[config.mk]
export PLATFORM = sky130hd
export DESIGN_NAME = if_stage
export DESIGN_NICKNAME = d
export VERILOG_FILES = /design/src/rtl/if_stage.sv
export SDC_FILE = /design/constraint.sdc
export NUM_CORES = 1
export LEC_CHECK = 0
export CORE_UTILIZATION = 50
export DETAILED_ROUTE_END_ITERATION = 10
export PLACE_DENSITY = 0.93
export SLEW_MARGIN = 20
export SYNTH_ARGS = -nofsm -noshare
export SYNTH_HDL_FRONTEND = slang
export SYNTH_SLANG_ARGS = --single-unit
[constraint.sdc]
create_clock -name clk -period 4.85 [get_ports clk]
set_clock_uncertainty 0.05 [all_clocks]
set_input_delay 0.7275 -clock clk [delete_from_list [all_inputs] [get_ports clk]]
set_output_delay 0.7275 -clock clk [all_outputs]
set_load 0.01 [all_outputs]
[src/rtl/if_stage.sv]
// ============================================================================
// if_stage -- instruction fetch stage with end-of-program drain detection
//
// Holds the program counter and the IF/ID pipeline register of a classic
// five-stage in-order pipeline. Each unstalled, unredirected cycle it hands
// the word at the current PC to the decode stage. When the halt word is
// fetched it stops fetching and pushes DRAIN_CYCLES bubbles, so everything
// already in flight can retire. It then raises end_program and freezes.
//
// Parameters
//   RESET_PC      byte address fetched first after reset
//   HALT_INSN     instruction word that marks the end of the program
//   DRAIN_CYCLES  unstalled bubble cycles (ID, EX, MEM, WB) before done
//   NOP_INSN      word placed in IF/ID as a bubble (addi x0,x0,0)
//
// Ports
//   clk            in   1   clock, all state changes on the rising edge
//   reset          in   1   synchronous active-high reset
//   imem_addr      out  32  byte address to instruction memory (the PC)
//   imem_rdata     in   32  combinational read data for imem_addr
//   stall          in   1   hazard-unit hold of PC and IF/ID
//   branch_taken   in   1   EX-stage redirect request
//   branch_target  in   32  redirect byte address (low two bits dropped)
//   ifid_pc        out  32  PC of the instruction held in IF/ID
//   ifid_insn      out  32  instruction held in IF/ID
//   ifid_valid     out  1   IF/ID holds a real instruction, not a bubble
//   end_program    out  1   sticky, program has fully drained
//   cycle_count    out  32  cycles from reset release until end_program
// ============================================================================
module if_stage #(
   parameter logic [31:0] RESET_PC     = 32'h0000_0000,
   parameter logic [31:0] HALT_INSN    = 32'hFFFF_FFFF,
   parameter int          DRAIN_CYCLES = 4,
   parameter logic [31:0] NOP_INSN     = 32'h0000_0013
) (
   input  logic        clk,
   input  logic        reset,
   output logic [31:0] imem_addr,
   input  logic [31:0] imem_rdata,
   input  logic        stall,
   input  logic        branch_taken,
   input  logic [31:0] branch_target,
   output logic [31:0] ifid_pc,
   output logic [31:0] ifid_insn,
   output logic        ifid_valid,
   output logic        end_program,
   output logic [31:0] cycle_count
);

   // The drain counter only has to count 0 .. DRAIN_CYCLES-1.
   localparam int CNT_W = (DRAIN_CYCLES > 1) ? $clog2(DRAIN_CYCLES) : 1;
   localparam logic [CNT_W-1:0] DRAIN_LAST = CNT_W'(DRAIN_CYCLES - 1);

   typedef enum logic [1:0] {
      RUN   = 2'd0,
      DRAIN = 2'd1,
      DONE  = 2'd2
   } state_t;

   // ------------------------------------------------------------------------
   // State registers and their next-state values
   // ------------------------------------------------------------------------
   state_t            state,       state_next;
   logic [31:0]       pc,          pc_next;
   logic [31:0]       ifid_pc_q,   ifid_pc_next;
   logic [31:0]       ifid_insn_q, ifid_insn_next;
   logic              ifid_valid_q, ifid_valid_next;
   logic [CNT_W-1:0]  drain_cnt,   drain_cnt_next;
   logic [31:0]       cycle_cnt,   cycle_cnt_next;

   logic              is_halt;
   logic [31:0]       redirect_pc;

   assign is_halt     = (imem_rdata == HALT_INSN);
   // Force word alignment of the redirect address.
   assign redirect_pc = branch_target & 32'hFFFF_FFFC;

   // ------------------------------------------------------------------------
   // Next-state and IF/ID logic
   // ------------------------------------------------------------------------
   always_comb begin
      // NOTE: every variable written here gets a default first (hold the
      // current value), so no path through the case leaves one unassigned
      // and no latch is inferred.
      state_next      = state;
      pc_next         = pc;
      ifid_pc_next    = ifid_pc_q;
      ifid_insn_next  = ifid_insn_q;
      ifid_valid_next = ifid_valid_q;
      drain_cnt_next  = drain_cnt;

      unique case (state)
         RUN: begin
            if (branch_taken) begin
               // Redirect wins over stall: the wrong-path word is squashed.
               pc_next         = redirect_pc;
               ifid_pc_next    = 32'h0000_0000;
               ifid_insn_next  = NOP_INSN;
               ifid_valid_next = 1'b0;
               drain_cnt_next  = '0;
            end else if (stall) begin
               // Hold everything.
            end else if (is_halt) begin
               // Stop fetching; the halt word itself never enters IF/ID.
               ifid_pc_next    = 32'h0000_0000;
               ifid_insn_next  = NOP_INSN;
               ifid_valid_next = 1'b0;
               drain_cnt_next  = '0;
               state_next      = DRAIN;
            end else begin
               pc_next         = pc + 32'd4;
               ifid_pc_next    = pc;
               ifid_insn_next  = imem_rdata;
               ifid_valid_next = 1'b1;
            end
         end

         DRAIN: begin
            if (branch_taken) begin
               // The halt was fetched down a mispredicted path: resume.
               pc_next         = redirect_pc;
               ifid_pc_next    = 32'h0000_0000;
               ifid_insn_next  = NOP_INSN;
               ifid_valid_next = 1'b0;
               drain_cnt_next  = '0;
               state_next      = RUN;
            end else if (stall) begin
               // A stalled cycle does not advance the drain.
            end else begin
               ifid_pc_next    = 32'h0000_0000;
               ifid_insn_next  = NOP_INSN;
               ifid_valid_next = 1'b0;
               if (drain_cnt == DRAIN_LAST) begin
                  state_next = DONE;
               end else begin
                  drain_cnt_next = drain_cnt + 1'b1;
               end
            end
         end

         DONE: begin
            // Frozen; stall and branch_taken are ignored until reset.
         end

         default: begin
            state_next = RUN;
         end
      endcase

      // Counting stops on the edge that enters DONE (that edge still counts).
      cycle_cnt_next = (state != DONE) ? cycle_cnt + 32'd1 : cycle_cnt;
   end

   // ------------------------------------------------------------------------
   // Registers
   // ------------------------------------------------------------------------
   always_ff @(posedge clk) begin
      // NOTE: sequential state uses non-blocking assignments so every
      // register samples its next value from the same pre-edge snapshot.
      if (reset) begin
         state        <= RUN;
         pc           <= RESET_PC;
         ifid_pc_q    <= 32'h0000_0000;
         ifid_insn_q  <= NOP_INSN;
         ifid_valid_q <= 1'b0;
         drain_cnt    <= '0;
         cycle_cnt    <= 32'h0000_0000;
      end else begin
         state        <= state_next;
         pc           <= pc_next;
         ifid_pc_q    <= ifid_pc_next;
         ifid_insn_q  <= ifid_insn_next;
         ifid_valid_q <= ifid_valid_next;
         drain_cnt    <= drain_cnt_next;
         cycle_cnt    <= cycle_cnt_next;
      end
   end

   // ------------------------------------------------------------------------
   // Outputs
   // ------------------------------------------------------------------------
   assign imem_addr   = pc;
   assign ifid_pc     = ifid_pc_q;
   assign ifid_insn   = ifid_insn_q;
   assign ifid_valid  = ifid_valid_q;
   assign end_program = (state == DONE);
   assign cycle_count = cycle_cnt;

endmodule

* Word-level counts from Yosys, hierarchy flattened
Cells that the tools add are included.
** Storage, ports and cells
- Output and inout bits :: 130
- Register bits :: 133
- Input bits :: 68
- Memories :: 0
- Word-level logic and storage cells :: 69
- Latch bits :: 0
- RAM bits :: 0
- Bits in read-only memories :: 0
** Operators by class
- Shifts and indexed selects :: 0
- $add $sub $neg :: 3
- Divide/modulo/power cells :: 0
- Magnitude comparators :: 0
- Muxes and demuxes :: 37
- Reduce and logical (&&, ||, !) cells :: 6
- Eq/ne operators :: 15
- $mul :: 0
- Bitwise gates (word level) :: 1
** Operator list (count)
- $mux W32 :: 14
- $pmux W32 S2 :: 3
- $add A32 B1 Y32 const B :: 1
- $add A32 B3 Y32 const B :: 1
- $eq A32 B32 Y1 const B :: 1
- $mux W2 :: 12
- $ne A3 B3 Y1 const B :: 6
- $ne A2 B2 Y1 const B :: 5
- $pmux W2 S3 :: 1
- $reduce_and A6 Y1 :: 1
- $mux W1 :: 5
- $reduce_and A5 Y1 :: 1
- $eq A2 B2 Y1 const B :: 2
- $pmux W2 S2 :: 1
- $reduce_and A4 Y1 :: 1
- $reduce_and A3 Y1 :: 1
- $add A2 B1 Y2 const B :: 1
- $eq A2 B1 Y1 const B :: 1
- $logic_not A2 Y1 :: 1
- $pmux W1 S2 :: 1
- $reduce_bool A2 Y1 :: 1
- $not A1 Y1 :: 1

* Depth between registers and ports, before layout
Gate-level depths: netlist of run 1.
- Word-level depth :: 5
- Depth in mapped cells :: 9
- Depth with buffers taken out :: 6

* Worst setup path after synthesis of run 1
OpenSTA, ideal clock, no wires.
- Path type :: input port to flip-flop
- From :: in imem_rdata[15]
- To :: reg pc[4], in the netlist imem_addr[4]
- Required time :: 4.685 ns
- Arrival time :: 2.024 ns
- Stages on the path :: 7
- Buffers on the path :: 2
- Library setup time :: 0.115 ns
- Slack :: 2.662 ns
- Cells stage by stage :: nand4_1 nor4_4 a2111o_1 buf_4 buf_4 a21oi_1 o21a_1
** On the way
- Longest elaborated chain between the ends :: 3
** RTL lines
- start: declaration :: line 39 : input logic [31:0] imem_rdata,
- $eq A32 B32 Y1 :: line 74 : assign is_halt = (imem_rdata == HALT_INSN);
- $ne A3 B3 Y1 (no source line)
- $reduce_and A4 Y1 (no source line)
- end signal: assignment :: line 170 : pc <= pc_next;
- end: declaration :: line 64 : logic [31:0] pc, pc_next;
Every way passes these cells.
A chain may end at the register's enable or synchronous reset.

* Final worst setup path of run 1
- From :: in imem_rdata[1]
- To :: reg pc[30], in the netlist imem_addr[30]
Same word-level chain as after synthesis.

==> run metrics, run 1 <==
status=finished, final reports clean; post-synth cell types=68; VDD IR max=0.000205 V; count leader, synth=dfxtp_1; crit path from=imem_rdata[1]; ant diodes=0; Cell Chain, Critical Path=clkdlybuf4s50_1 -> nand4_1 -> nor4_4 -> a2111o_1 -> buf_4 -> a221oi_2 -> a31o_1; CTS tree=done; port bufs=about 190; First DRT Iteration DRCs=a little under 600; Mean Syn Cell Area=8.62 µm²; die span in y=112 µm; IO Count=roughly 200; Worst path top cell family by delay=compound AO/OA/AOI/OAI gates; top_reg_cell synth=dfxtp_1; Crit Path Class=input pin to flip-flop; WL final=18000 µm; synthesized cell area=about 6100 µm²; final hold violations=0; post-synthesis cell count=approximately 710; grt total ovfl=0; #FFs+latches synth=130; R2R Setup Slk=around 2100 ps; H-Tree Depth=4; gp weighted congestion=0.823; drt drc=0; Routed WL per cell=approximately 18 µm; dpl ws=1510 ps; Post-synth top cells=130 x dfxtp_1, 96 x nor2_1, 65 x a22oi_1, 49 x nand2_1, 42 x a21oi_1; Gates resized, CTS repair=0; Max-Slew Margin vs Limit=27.0%; CP endpoint kind=flip-flop; die area=12600 µm²; placed insts=989; Via density=6.10; Final Slew Violations=0; Starting Density=between 50% and 60%; Tightest Hold Check Type=flip-flop to flip-flop; Lkg Pwr=2.92 nW; Clock Path Buffers=2; Setup WS post-layout=1880 ps; CP Depth=7; Layout Cells excl Fill=1021; dpl hpwl=12100 µm; WP data required=5110 ps; share of layout cells above drive strength 1=around 8.4%; post-route ant nets=0; max-cap violations=0; worst slew pin tran=1090 ps; final design instance area without fill=8580 µm²; Synth area leaders=dfxtp_1 43%, a22oi_1 8.0%, nor2_1 5.9%; FF-to-FF Start=state[0]$_SDFFE_PP0P_; Hold Crit Start=drain_cnt[1]$_SDFFE_PP0P_; Tcrit/Tclk final=about three fifths; worst setup path end=imem_addr[30]$_SDFFE_PP0P_; CTS Hold Bufs=0; Setup TNS=0 ps; area leader, netlist=dfxtp_1; vias in the first global route=5805; GRT Total Usage=28.5%; core area=11700 µm²; yosys warns=0; Power per Cell Area=roughly 320 nW/µm²; Final #Nets=around 940; Die Span X=112 µm; Crit Reg-Reg Endpoint=imem_addr[16]$_SDFFE_PP0P_; 1st-pass router iterations=7; Worst-path clk slew=60 ps; Min Clock Period, post-route=2970 ps; TritonCTS buffer count=17; Max Freq=0.337 GHz; initial antenna violation count=0; post-synthesis sequential area ratio=a little over two fifths; Min Hold Slack=approximately 440 ps; row cnt=39; share of the synthesized area in the top cell type=42.7%; first-pass GRT wire length=~29000 µm; largest net degree at the start of global routing=78; Post-synth EDFFs=0; # setup viols final=0; post-CTS setup buffers=0; async set-reset flop share out of synthesis=0%; CP Data Arrival Time=about 3200 ps; Worst Path Max Fanout=16; root buf cell=clkbuf_16; overall power=2.72 mW; vias=around 6.2k; CTS Sinks=130; worst r2r path cells=4; Worst-Skew Late Latency=420 ps; Critical-path top delay cell=nor4_4; CP max stage delay=~570 ps; RSZ-0062 raised after global routing=no; placed cell area=7980 µm²; Buf+Inv Stages, Crit Path=2; Worst setup SP type=input pin; Area Overhead vs Synth=40.6%; fin util=73.6%
## worst min path at each step
stage	end	slack (ps)	cells past startpoint
detailed placement	ifid_insn[4]$_SDFFE_PP1P_	420	2
global route	drain_cnt[1]$_SDFFE_PP0P_	470	2
CTS	ifid_insn[0]$_SDFFE_PP1P_	440	2
floorplan	drain_cnt[1]$_SDFFE_PP0P_	400	2
global placement	ifid_insn[4]$_SDFFE_PP1P_	420	2
finish	drain_cnt[1]$_SDFFE_PP0P_	440	2
## kinds of logic (layout without fill, tap and decap cells)
group / Yosys count / count (layout) / share of synthesized area (%)
buffers and inverters: 79 / 248 / 6.01
AO/OA/AOI/OAI: 205 / 205 / 23.6
other: 1 / 2 / 0.0615
adder cells (fa/ha/maj): 3 / 3 / 0.615
XOR/XNOR: 23 / 23 / 3.30
AND/OR/NAND/NOR: 266 / 266 / 23.6
flip-flops: 130 / 130 / 42.7
multiplexers: 1 / 1 / 0.164
## routing by layer
layer / track usage, % / up-vias / routed length, µm
met4: 10.9 / 0 / 502
met3: 8.10 / 43 / 1500
met2: 46.9 / 323 / 8480
met1: 35.4 / 2933 / 7480
met5: 0 / - / 0
li1: - / 2934 / -
## registers in the layout (all words and copies together), names as in the netlist
name / flops
cycle_count: 32
ifid_valid: 1
state: 2
ifid_pc: 31
ifid_insn: 32
drain_cnt: 2
imem_addr: 30
## cells in the final DEF, fill, tap and decap left out, types with 3 or more instances in the layout
master,count
nor2b_1,3
nor3_1,13
nand2_1,49
and4_1,7
o32ai_1,15
or3_1,6
xor2_1,7
nand2b_1,3
o21ai_0,32
nor4_2,10
nand4_1,21
inv_1,12
o31ai_1,5
nand4b_1,5
clkbuf_16,17
ha_1,3
dfxtp_1,130
a31oi_1,6
a22oi_1,65
and3_1,7
clkinv_2,3
nand3_1,19
a221oi_1,3
clkdlybuf4s50_1,192
o211ai_1,5
o21a_1,4
buf_4,11
a21oi_1,42
nor2_1,96
nor4_1,9
clkbuf_8,5
xnor2_1,16
or2_2,3
## power breakdown
group,internal [mW],leakage (nW),switching (mW)
logic,0.146,1.56,0.142
registers,1.10,1.06,0.0401
clock network,0.824,0.296,0.466
total,2.07,2.92,0.648
## worst reg2reg max path, delay by kind of cell (launching register included)
kind,cells,cell delay [ps]
AO/OA/AOI/OAI,2,590
AND/OR/NAND/NOR,2,1420
flip-flops,1,580
## layout make-up
| cell class | instances | area, µm² |
|---|---|---|
| well taps | 143 | 179 |
| multi-input cells | 500 | 3140 |
| fillers | 863 | 3080 |
| inverters | 13 | 48.8 |
| clock inverters | 8 | 100 |
| flip-flops and latches | 130 | 2600 |
| clock buffers | 24 | 502 |
| repair buffers | 203 | 2000 |
Note: power is estimated with default switching activity, not from simulation.
==> run 2, diff against run 1 <==
- CORE_UTILIZATION: 50 -> 47
- PLACE_DENSITY: 0.93 -> 0.88
- clock period: 4.85 -> 2.85 ns (I/O delays scaled with it)
==> run metrics, run 2 (synthesized netlist as in run 1, its figures left out) <==
status=finished, final reports clean; max-cap violations=0; Crit Path Class=flip-flop to flip-flop; CP max stage delay=610 ps; # setup viols final=0; Max Freq=~0.43 GHz; Layout Cells excl Fill=1065; Worst-path clk slew=60 ps; row cnt=41; ant diodes=0; VDD IR max=0.000469 V; root buf cell=clkbuf_16; First DRT Iteration DRCs=540; dpl hpwl=12200 µm; IO Count=198; Critical-path top delay cell=nor2b_1; GRT Total Usage=28.3%; most common cell after layout, fill and taps aside=clkdlybuf4s50_1; grt total ovfl=0; CP Data Arrival Time=2600 ps; Die Span X=116 µm; TritonCTS buffer count=17; post-CTS setup buffers=0; Area Overhead vs Synth=43.7%; Final Slew Violations=0; FILL cells=982; CTS Sinks=130; Worst-Skew Late Latency=420 ps; Buf+Inv Stages, Crit Path=1; 1st-pass router iterations=5; H-Tree Depth=4; WL final=18400 µm; Tightest Hold Check Type=flip-flop to flip-flop; CTS Hold Bufs=0; die area=13400 µm²; core area=12600 µm²; Max-Slew Margin vs Limit=~46%; Power per Cell Area=526 nW/µm²; Gates resized, CTS repair=0; Starting Density=48.3%; worst slew pin tran=807 ps; share of layout cells above drive strength 1=10.2%; Worst Path Max Fanout=22; Lkg Pwr=2.99 nW; commonest non-fill, non-tap cells in the layout=192 x clkdlybuf4s50_1, 130 x dfxtp_1, 96 x nor2_1; Tcrit/Tclk final=slightly above 80%; CTS tree=done; die span in y=116 µm; RSZ-0062 raised after global routing=no; final hold violations=0; CP endpoint kind=flip-flop; Final #Nets=951; Via density=5.90; Worst setup SP type=flip-flop; largest net degree at the start of global routing=around 120; Min Clock Period, post-route=approximately 2300 ps; drt drc=0; vias in the first global route=between 5k and 6k; port bufs=193; Min Hold Slack=433 ps; Worst path top cell family by delay=simple AND/OR/NAND/NOR gates; first-pass GRT wire length=just under 30000 µm; gp weighted congestion=0.849; WP data required=3110 ps; initial antenna violation count=0; placed insts=around 1.0k; Clock Path Buffers=2; post-route ant nets=0; Cell Chain, Critical Path=nor2b_1 -> or2_2 -> buf_4 -> nor4_1 -> a21o_1 -> a32o_1; Routed WL per cell=approximately 17 µm; vias=6284
run 2: cell type report:
| type | count | area [µm²] | area share [%] |
|---|---|---|---|
| clock buffers | 19 | 453 | 5.16 |
| clock inverters | 13 | 135 | 1.54 |
| flip-flops and latches | 130 | 2600 | 29.7 |
| multi-input cells | 500 | 3140 | 35.9 |
| well taps | 172 | 215 | 2.45 |
| repair buffers | 218 | 2170 | 24.8 |
| inverters | 13 | 48.8 | 0.556 |
run 2: worst paths after layout:
kind / slack [ps] / start / endpoint / depth (start not counted)
min: 430 / drain_cnt[1]$_SDFFE_PP0P_ / drain_cnt[1]$_SDFFE_PP0P_ / 2
max reg2reg: 510 / state[0]$_SDFFE_PP0P_ / imem_addr[26]$_SDFFE_PP0P_ / 6
min reg2reg: 430 / drain_cnt[1]$_SDFFE_PP0P_ / drain_cnt[1]$_SDFFE_PP0P_ / 2
max: 510 / state[0]$_SDFFE_PP0P_ / imem_addr[26]$_SDFFE_PP0P_ / 6
run 2: metrics by stage:
step / total power [mW] / setup TNS (ps) / worst slack (ps) / utilization (%) / instance area (µm²)
global placement: 2.48 / 0 / 71.4 / 64.7 / 8170
detailed placement: 2.49 / -10.8 / -10.8 / 64.7 / 8170
finish: 4.61 / 0 / 509 / 69.5 / 8770
CTS: 4.64 / 0 / 365 / 69.4 / 8760
global route: 4.78 / 0 / 348 / 69.5 / 8770
floorplan: 2.20 / 0 / 904 / - / 6100
run 2: power breakdown:
part / leakage (nW) / switching, mW / internal (mW)
sequential: 1.06 / 0.0625 / 1.87
clock: 0.277 / 0.827 / 1.33
combinational: 1.66 / 0.254 / 0.269
total: 2.99 / 1.14 / 3.47
run 2: per-layer routing:
metal  track usage [%]  share of wire, %
met5                 0                 0
met4              12.1               2.5
met1              35.8                42
met3              7.85               8.3
met2              45.1                48
run 2: tightest hold or removal path: stages (launching register included):
cell and delay, ps:
dfxtp_1 310, o21ai_0 70, a21oi_1 60
==> run 3, diff against run 2 <==
- CORE_UTILIZATION: 47 -> 42
- PLACE_DENSITY: 0.88 -> 0.84
- clock period: 2.85 -> 2.02 ns (I/O delays scaled with it)
==> run metrics, run 3 (synthesized netlist as in run 1, its figures left out) <==
die span in y=123 µm; ant diodes=0; placed insts=approximately 1.1k; port bufs=between 150 and 200; Crit Reg-Reg Endpoint=imem_addr[15]$_SDFFE_PP0P_; commonest non-fill, non-tap cells in the layout=191 x clkdlybuf4s50_1, 130 x dfxtp_1, 94 x nor2_1; Tightest Hold Check Type=input pin to flip-flop; largest net degree at the start of global routing=40; WHS Path Cells=2; Power per Cell Area=a little over 700 nW/µm²; Crit Path Class=input pin to flip-flop; Buf+Inv Stages, Crit Path=4; CTS Hold Bufs=0; Hold Crit Start=reset; WL final=19500 µm; Lkg Pwr=3.41 nW; initial antenna violation count=0; CTS tree=done; CP max stage delay=500 ps; Min Clock Period, post-route=between 1500 and 2000 ps; Routed WL per cell=~17 µm; status=finished, final reports clean; Final Slew Violations=0; end of the worst hold path=ifid_pc[21]$_SDFFE_PP0P_; GRT Total Usage=26.4%; # setup viols final=0; grt total ovfl=0; vias in the first global route=6283; Worst path top cell family by delay=buffers and inverters; die area=between 15000 and 20000 µm²; first-pass GRT wire length=30800 µm; drt drc=0; Via density=5.77; Die Span X=between 100 and 150 µm; IO Count=198; Worst-Skew Late Latency=420 ps; Min Hold Slack=approximately 170 ps; CP Data Arrival Time=between 2000 and 2500 ps; VDD IR max=around 0.00055 V; core area=14000 µm²; Tcrit/Tclk final=a little over nine tenths; most used cell, CP=buf_4; worst r2r path cells=6; multi-input combinational cell area=between 3000 and 4000 µm²; 1st-pass router iterations=5; R2R Setup Slk=~70 ps; row cnt=43; CP endpoint kind=flip-flop; Critical-path top delay cell=clkdlybuf4s50_1; post-route ant nets=0; RSZ-0062 raised after global routing=yes; Worst-path clk slew=roughly 60 ps; Layout Cells excl Fill=about 1.1k; Starting Density=a little over two fifths; Final #Nets=1024; FF-to-FF Start=state[1]$_SDFFE_PP0P_; Max Freq=0.510 GHz; CP Depth=9; H-Tree Depth=4; Cell Chain, Critical Path=clkdlybuf4s50_1 -> nand4_1 -> nor4_4 -> buf_4 -> buf_4 -> a211oi_4 -> buf_12 -> a22oi_1 -> nor2_1; Worst setup SP type=input pin; vias=6612; max-cap violations=0; dpl hpwl=around 14000 µm; root buf cell=clkbuf_16; TritonCTS buffer count=17; gp weighted congestion=0.850; CTS Sinks=130; most common cell after layout, fill and taps aside=clkdlybuf4s50_1; First DRT Iteration DRCs=623; share of layout cells above drive strength 1=a little under a fifth; final hold violations=0; Clock Path Buffers=2; Worst Path Max Fanout=29; FILL cells=1095; Area Overhead vs Synth=55.7%; FF+latch area=2600 µm²; WP data required=2260 ps
[run 3: power by group]
part	switching, mW	total (mW)	internal (mW)
combinational	0.421	0.882	0.461
sequential	0.0587	2.70	2.64
clock	1.18	3.19	2.01
total	1.66	6.77	5.11
[run 3: timing repair]
action                     in CTS  in global routing
hold endpoints to repair        0                  0
setup buffers                   0                  3
resized for setup               0                 26
setup endpoints to repair       0                 37
[run 3: worst max-delay path by stage]
stage / endpoint / start
floorplan: imem_addr[30]$_SDFFE_PP0P_ / imem_addr[3]$_SDFFE_PP0P_
global placement: ifid_insn[13]$_SDFFE_PP0P_ / imem_rdata[19]
detailed placement: ifid_insn[21]$_SDFFE_PP0P_ / imem_rdata[21]
CTS: end_program / state[0]$_SDFFE_PP0P_
global route: cycle_count[27]$_SDFFE_PP0N_ / cycle_count[6]$_SDFFE_PP0N_
finish: ifid_insn[13]$_SDFFE_PP0P_ / imem_rdata[25]
[run 3: metrics by stage]
step           TNS, ps  cell area, µm²  power, mW  utilization, %  setup slack [ps]
3_5_place_dp    -29740            8730       3.60            62.1              -402
2_1_floorplan        0            6100       3.10               -              74.4
4_1_cts              0            9340       6.77            66.5              13.1
5_1_grt           -276            9500       7.00            67.6             -41.4
6_report             0            9500       6.77            67.6              60.7
3_3_place_gp    -24970            8730       3.59            62.1              -325
[run 3: final cells by class]
cell class              count  share of cell area [%]
multi-input cells         500                    34.3
repair buffers            291                    29.0
flip-flops and latches    130                    27.4
clock buffers              20                    4.81
well taps                 180                    2.37
clock inverters            12                    1.65
inverters                  13                   0.514
[run 3: per-layer routing]
metal / vias up / track usage (%) / routed length [µm]
li1: 3108 / - / -
met1: 3153 / 32.0 / 7860
met4: 0 / 10.5 / 433
met5: - / 0 / 0
met3: 35 / 8.32 / 1800
met2: 316 / 43.1 / 9450
[run 3: worst reg2reg max path: stages (launching register included)]
cell and delay, ps:
dfxtp_1 370, buf_4 190, nor2b_1 80, or2_2 340, or4_1 480, a21oi_1 220, a32o_1 160
